==> src/rtl/reset_counter_pkg.sv <==
// Shared definitions for the reset-duration timer: FSM state encoding and
// the default terminal counts for divided / undivided sideband clocks.
package reset_counter_pkg;

  typedef enum logic [1:0] {
    IDLE     = 2'd0,
    COUNTING = 2'd1,
    DONE     = 2'd2
  } state_e;

  localparam int CNT_DIV_DEFAULT   = 64;
  localparam int CNT_NODIV_DEFAULT = 512;

  function automatic int maxInt(input int a, input int b);
    return (a > b) ? a : b;
  endfunction

endpackage

==> src/rtl/reset_counter.sv <==
// Reset-duration timer: counts consecutive clock edges with i_count_en high
// and raises a registered done flag after the selected terminal count.
module reset_counter
  import reset_counter_pkg::*;
#(
  parameter int CNT_DIV   = CNT_DIV_DEFAULT,
  parameter int CNT_NODIV = CNT_NODIV_DEFAULT
) (
  input  logic i_clk,
  input  logic i_rst,
  input  logic i_count_en,
  input  logic i_clk_div_ratio,
  output logic o_reset_count_done
);

  localparam int CNT_MAX = maxInt(CNT_DIV, CNT_NODIV);
  localparam int CW      = $clog2(CNT_MAX + 1);

  localparam logic [CW-1:0] TERM_DIV_LAST   = CW'(CNT_DIV - 1);
  localparam logic [CW-1:0] TERM_NODIV_LAST = CW'(CNT_NODIV - 1);

  state_e        state_q, state_d;
  logic [CW-1:0] counter_q, counter_d;
  logic          termSel_q, termSel_d;
  logic          done_q, done_d;
  logic [CW-1:0] termLast;

  // Terminal select is latched on entry to COUNTING so mid-count ratio changes are ignored.
  assign termLast = termSel_q ? TERM_DIV_LAST : TERM_NODIV_LAST;

  always_comb begin
    state_d   = state_q;
    counter_d = counter_q;
    termSel_d = termSel_q;
    done_d    = done_q;
    unique case (state_q)
      IDLE: begin
        counter_d = '0;
        done_d    = 1'b0;
        if (i_count_en) begin
          state_d   = COUNTING;
          counter_d = CW'(1);
          termSel_d = i_clk_div_ratio;
        end
      end
      COUNTING: begin
        if (!i_count_en) begin
          state_d   = IDLE;
          counter_d = '0;
          done_d    = 1'b0;
        end else begin
          counter_d = counter_q + CW'(1);
          if (counter_q == termLast) begin
            state_d = DONE;
            done_d  = 1'b1;
          end
        end
      end
      DONE: begin
        if (!i_count_en) begin
          state_d   = IDLE;
          counter_d = '0;
          done_d    = 1'b0;
        end
      end
      default: begin
        state_d   = IDLE;
        counter_d = '0;
        done_d    = 1'b0;
      end
    endcase
  end

  always_ff @(posedge i_clk) begin
    if (i_rst) begin
      state_q   <= IDLE;
      counter_q <= '0;
      termSel_q <= 1'b1;
      done_q    <= 1'b0;
    end else begin
      state_q   <= state_d;
      counter_q <= counter_d;
      termSel_q <= termSel_d;
      done_q    <= done_d;
    end
  end

  assign o_reset_count_done = done_q;

endmodule

==> config.mk <==
export PLATFORM = sky130hd
export DESIGN_NAME = reset_counter
export DESIGN_NICKNAME = d
export VERILOG_FILES = /design/src/rtl/reset_counter_pkg.sv /design/src/rtl/reset_counter.sv
export SDC_FILE = /design/constraint.sdc
export NUM_CORES = 1
export LEC_CHECK = 0
export ABC_AREA = 1
export CORE_MARGIN = 10
export CORE_UTILIZATION = 35
export DETAILED_ROUTE_END_ITERATION = 10
export PLACE_DENSITY_LB_ADDON = 0.15
export SLEW_MARGIN = 20
export SYNTH_ARGS = -nofsm -noshare
export SYNTH_HDL_FRONTEND = slang
export SYNTH_SLANG_ARGS = --single-unit
==> constraint.sdc <==
create_clock -name i_clk -period 1.53 [get_ports i_clk]
set_clock_uncertainty 0.2 [all_clocks]
set_input_delay 0.2295 -clock i_clk [delete_from_list [all_inputs] [get_ports i_clk]]
set_output_delay 0.2295 -clock i_clk [all_outputs]
set_load 0.02 [all_outputs]
==> flow_summary.toml, run 1 <==
[setup_path]
r2r_end = "counter_q[9]$_SDFFE_PP0P_"
r2r-start = "counter_q[4]$_SDFFE_PP0P_"
startpoint_type = "flip-flop"
crit_fanout = 6
critPathBufInv = 0
reg2regPathDepth = 6
critPathCaptureType = "flip-flop"
slowest_stage = "dfxtp_1"
crit_arrival_ps = 1410
critical_path.top_delay_family = "simple AND/OR/NAND/NOR gates"
crit_required_ps = 1540
slowest_delay_ps = 480
worst-setup-path-type = "reg -> reg"
path_cells = "nand2_1 -> nor2_1 -> nand3_1 -> nand2_1 -> nand3_1 -> a21oi_1"
reg2reg_setup_slack_ps = 130

[global_route]
antenna_found_initial = 0
grt_use_met3_pct = 2.71
track_usage_pct = 8.32
first_global_vias = 653
grt_util_met2_pct = 12.9
grt_pass1_wl_um = 2810
grt_busiest_layer = "met2"
grt-ovfl-total = 0
grt.met1_usage_pct = 9.82
grt_max_degree = 10

[sta]
setup_slack_ps = 133
hold_viol = 0
slew_violations = 0
timing.fmax_mhz = 716
finalCritPeriodShare_pct = 91.3
relSlewSlack_pct = 80.7
setup_viol = 0
fin_crit_ps = 1400
worst_pin_slew_ps = 290
rsz0062_at_grt = "false"

[routing]
final_antenna_net_count = 0
drc = 0
first_iter_violations = 25
dr_total_vias = 704
wire_per_inst_um = 11.5
via_per_inst = 4.89
drt-total-wl_um = 1660
drt_first_pass_iters = 5

[place]
post-place-ws_ps = -195
place_area_um2 = 825
dpl.hpwl_um = 1220
portBuffers = 4
place.gp.congestion = 0.805

[cts]
clk_latency_ps = 280
cts_hold_buf = 0
clock_path_buffers = 2
cts_tree = "done"
cts_buffers = 3
clk_pin_slew_ps = 90
htreeDepth = 1
cts_root_buf = "clkbuf_4"
clkSinkCount = 14

[final_layout]
final_net_count = 123
diodes = 0
final_design_area_no_fill_um2 = 917
drive_gt1_share_pct = 23.1
mostFrequentLayoutCell = "nand2_1"
syn_to_final_growth_pct = 28.6
layout_common_cells = "nand2_1, dfxtp_1, inv_1"

[run]
cap_violations = 0

[power_and_ir_drop]
power_density_mw_per_mm2 = 757
cellLeakagePower_uw = 0.000338
vdd_drop_max_mv = 0.332
total_power_uw = 694

[floorplanning]
die_area_mm2 = 0.00424
start_util_pct = 36.7
die_w_um = 65.1
rows = 16
num_io_pins = 5
die_h_um = 65.1
core_area_mm2 = 0.00194

[worst_hold_path]
hold_path_end = "o_reset_count_done$_SDFFE_PP0P_"
worstHoldStart = "o_reset_count_done$_SDFFE_PP0P_"
hold_depth = 2
min_path_type = "reg -> reg"

[synth]
syn_nets = 108
synth_top_area_share_pct = 39.3
synth_area_um2 = 713
synth-seq-cells = 14
yosysWarningCount = 0
ys_seq_area_share_pct = 39.3
synthTopCellsByArea = "dfxtp_1, nand2_1, nand3_1"
syn_inst = 103
synth_cell_types = 19
avgSynthCellArea_um2 = 6.92
synth.largest_area_cell = "dfxtp_1"

[status]
status = "complete, no violations"
layout make-up:
type	instances	area (µm²)
clock buffers	4	36.3
flip-flops and latches	14	285
inverters	15	56.3
well taps	27	33.8
multi-input cells	74	422
fillers	205	1020
repair buffers	10	83.8
worst min-delay path, cell delays in order (launching register included):
cell     delay (ps)
dfxtp_1         310
inv_1            60
a21oi_2          40
timing repair:
action                     CTS  global route
setup endpoints to repair    5             7
setup buffers                1             0
resized for setup            3            14
pin swaps                    1             2
flip-flops by register name, summed over array words and instances (netlist names):
signal and flops:
counter_q 10, o_reset_count_done 1, termSel_q 1, state_q 2
power by group:
group | leakage [µW] | total [µW] | switching [µW] | internal, µW
combinational | 0.000202 | 53.3 | 28.8 | 24.4
sequential | 0.000115 | 374 | 5.28 | 369
clock | 0.0000210 | 267 | 122 | 145
total | 0.000338 | 694 | 156 | 538
synthesized netlist by cell type, drive strengths merged:
| master | number |
|---|---|
| ha | 1 |
| o21bai | 1 |
| nor2 | 7 |
| nand4 | 3 |
| inv | 15 |
| o21ai | 9 |
| a31oi | 2 |
| o211ai | 1 |
| dfxtp | 14 |
| nand2 | 27 |
| a21oi | 10 |
| nand3 | 12 |
| and3 | 1 |
worst max-delay path by stage:
stage          cells past startpoint                      start                        end
3_3_place_gp                       5                 i_count_en  counter_q[8]$_SDFFE_PP0P_
5_1_grt                            6  counter_q[4]$_SDFFE_PP0P_  counter_q[9]$_SDFFE_PP0P_
6_report                           6  counter_q[4]$_SDFFE_PP0P_  counter_q[9]$_SDFFE_PP0P_
4_1_cts                            7  counter_q[0]$_SDFFE_PP0P_    state_q[1]$_SDFFE_PP0P_
2_1_floorplan                      6  counter_q[0]$_SDFFE_PP0P_  counter_q[8]$_SDFFE_PP0P_
3_5_place_dp                       5                 i_count_en  counter_q[8]$_SDFFE_PP0P_
per-stage QoR:
step	setup TNS [ps]	hold slack, ps	utilization [%]	instances
after floorplan	0	98.6	-	103
after global placement	-1230	234	42.5	139
after detailed placement	-1460	244	42.5	139
after CTS	0	254	45.0	144
after global routing	0	306	47.2	144
final	0	258	47.2	144
routing by layer:
layer / vias to the layer above / wire, µm
met5: - / 0
met4: 0 / 9
met3: 2 / 85
met2: 16 / 777
met1: 312 / 784
li1: 374 / -
kinds of logic (layout without fill, tap and decap cells):
kind of cell	after synthesis	after routing	share of synthesized area, %
AO/OA/AOI/OAI	23	23	17.2
adder cells (fa/ha/maj)	1	1	1.75
buffers and inverters	15	29	7.90
flip-flops	14	14	39.3
AND/OR/NAND/NOR	50	50	33.9
Note: power is estimated with default switching activity, not from simulation.
==> run 2: changes to the inputs <==
--- a/config.mk
+++ b/config.mk
@@ -6,6 +6,7 @@
 export NUM_CORES = 1
 export LEC_CHECK = 0
 export ABC_AREA = 1
+export CAP_MARGIN = 20
 export CORE_MARGIN = 10
 export CORE_UTILIZATION = 35
 export DETAILED_ROUTE_END_ITERATION = 10
==> results of run 2 <==
The final DEF is identical to that of run 1; final timing and power are the same.
==> run 3: changes to the inputs <==
--- a/config.mk
+++ b/config.mk
@@ -7,8 +7,10 @@
 export LEC_CHECK = 0
 export ABC_AREA = 1
 export CAP_MARGIN = 20
+export CELL_PAD_IN_SITES_DETAIL_PLACEMENT = 0
+export CELL_PAD_IN_SITES_GLOBAL_PLACEMENT = 2
 export CORE_MARGIN = 10
-export CORE_UTILIZATION = 35
+export CORE_UTILIZATION = 31
 export DETAILED_ROUTE_END_ITERATION = 10
 export PLACE_DENSITY_LB_ADDON = 0.15
 export SLEW_MARGIN = 20
==> run 3 against run 2 <==
Net effect: sequential share of layout area is 0.38 points higher; worst setup slack worse by 27 ps; final cell count is 1.4% higher; hold slack worse by 6.7 ps; fmax is 1.9% lower; combinational power is 6.0% lower; sequential power hardly changed; clock power is 2% higher; power is 0.48% higher; critical path type unchanged.
==> flow_summary.toml, run 3 (synthesis results as in run 1) <==
[routing]
final_antenna_net_count = 0
first_iter_violations = 28
drt_first_pass_iters = 4
drc = 0
wire_per_inst_um = 11.8
dr_total_vias = 703
drt-total-wl_um = 1730
via_per_inst = 4.82

[sta]
holdWs_ps = 251
hold_viol = 0
finalCritPeriodShare_pct = 93.1
slew_violations = 0
relSlewSlack_pct = 80.6
setup_slack_ps = 106
worst_pin_slew_ps = 290
timing.fmax_mhz = 702
fin_crit_ps = 1420
setup_viol = 0

[worst_hold_path]
hold_path_end = "o_reset_count_done$_SDFFE_PP0P_"
min_path_type = "reg -> reg"
worstHoldStart = "o_reset_count_done$_SDFFE_PP0P_"
hold_depth = 2

[global_route]
antenna_found_initial = 0
grt_busiest_layer = "met2"
grt-ovfl-total = 0
track_usage_pct = 8.67
grt.met1_usage_pct = 10.9
grt_util_met2_pct = 13.1
grt_use_met3_pct = 2.12
grt_pass1_wl_um = 3060
first_global_vias = 677
grt_max_degree = 10

[place]
post-place-ws_ps = -185
dpl.hpwl_um = 1310
place_area_um2 = 841
portBuffers = 4
place.gp.congestion = 0.772

[final_layout]
layout_common_cells = "nand2_1, inv_1, dfxtp_1"
final_net_count = 124
syn_to_final_growth_pct = 26.5
nFillCells = 258
final_design_area_no_fill_um2 = 902
drive_gt1_share_pct = 21.2
mostFrequentLayoutCell = "nand2_1"
largest_reg_flops = 10
regMostFlops = "counter_q"
diodes = 0
fin_util_pct = 40.8
largestRegisters = "counter_q x10, state_q x2"

[setup_path]
slowest_stage = "dfxtp_2"
crit_fanout = 4
slowest_delay_ps = 370
startpoint_type = "flip-flop"
reg2regPathDepth = 7
reg2reg_setup_slack_ps = 110
r2r-start = "counter_q[0]$_SDFFE_PP0P_"
crit_required_ps = 1550
critPathCaptureType = "flip-flop"
path_cells = "ha_1 -> nand2_2 -> inv_2 -> nand3_4 -> nor2_4 -> nand3_1 -> a21oi_1"
crit_arrival_ps = 1440
critical_path.top_delay_family = "simple AND/OR/NAND/NOR gates"
r2r_end = "state_q[1]$_SDFFE_PP0P_"
critPathBufInv = 1
worst-setup-path-type = "reg -> reg"

[power_and_ir_drop]
cellLeakagePower_uw = 0.000348
pwr-share-seq_pct = 53.7
switchingPower_uw = 160
clock_power_share_pct = 39.1
p_int_uw = 537
total_power_uw = 697
vdd_drop_max_mv = 0.393
swShare_pct = 23.0
power_density_mw_per_mm2 = 773
comb_power_share_pct = 7.2

[floorplanning]
num_io_pins = 5
start_util_pct = 32.2
die_h_um = 68.0
die_w_um = 68.0
die_area_mm2 = 0.00462
rows = 17
core_area_mm2 = 0.00221

[cts]
cts_tree = "done"
cts_hold_buf = 0
clk_pin_slew_ps = 90
cts_buffers = 3
clk_latency_ps = 280
clock_path_buffers = 2
cts_root_buf = "clkbuf_4"
clkSinkCount = 14
htreeDepth = 1

[status]
status = "complete, no violations"

[run]
cap_violations = 0
[run 3: metal layers]
metal / part of all wire, % / vias to the layer above / routed length (µm)
li1: - / 379 / -
met3: 2.3 / 2 / 39
met5: 0 / - / 0
met1: 50 / 319 / 858
met2: 47 / 3 / 810
met4: 0.98 / 0 / 17
[run 3: what timing repair did]
item	4_1_cts	5_1_grt
setup buffers	0	0
pin swaps	1	2
gates resized for setup	3	8
setup endpoints to repair	5	5
[run 3: power groups by stage]
stage                     logic (µW)  registers [µW]  clock network (µW)
final                           50.1             374                 273
after global routing            55.8             375                 295
after CTS                       50.3             375                 278
after detailed placement        49.9             383                   0
after global placement          51.0             383                   0
after floorplan                 25.5             381                   0
[run 3: worst max-delay path by stage]
stage	start	endpoint	cells after the start
finish	counter_q[0]$_SDFFE_PP0P_	state_q[1]$_SDFFE_PP0P_	7
detailed placement	i_count_en	counter_q[8]$_SDFFE_PP0P_	5
global placement	i_count_en	counter_q[7]$_SDFFE_PP0P_	7
CTS	counter_q[0]$_SDFFE_PP0P_	state_q[1]$_SDFFE_PP0P_	7
floorplan	counter_q[0]$_SDFFE_PP0P_	counter_q[8]$_SDFFE_PP0P_	6
global route	counter_q[0]$_SDFFE_PP0P_	counter_q[8]$_SDFFE_PP0P_	7
[run 3: metrics by stage]
stage,setup TNS [ps],cells
after CTS,0,146
after global placement,-1090,142
after detailed placement,-1260,142
after floorplan,0,103
after global routing,-16.8,146
final,0,146
[run 3: tightest hold or removal path, stage by stage (launching register included)]
cell     delay [ps]
dfxtp_1         320
inv_1            50
a21oi_1          50
[run 3: layout make-up]
type	count	area [µm²]	area share (%)
Inverter	15	56.3	6.24
Multi-Input combinational cell	74	399	44.2
Tap cell	28	35.0	3.88
Clock buffer	4	36.3	4.02
Sequential cell	14	284	31.5
Timing Repair Buffer	11	91.3	10.1
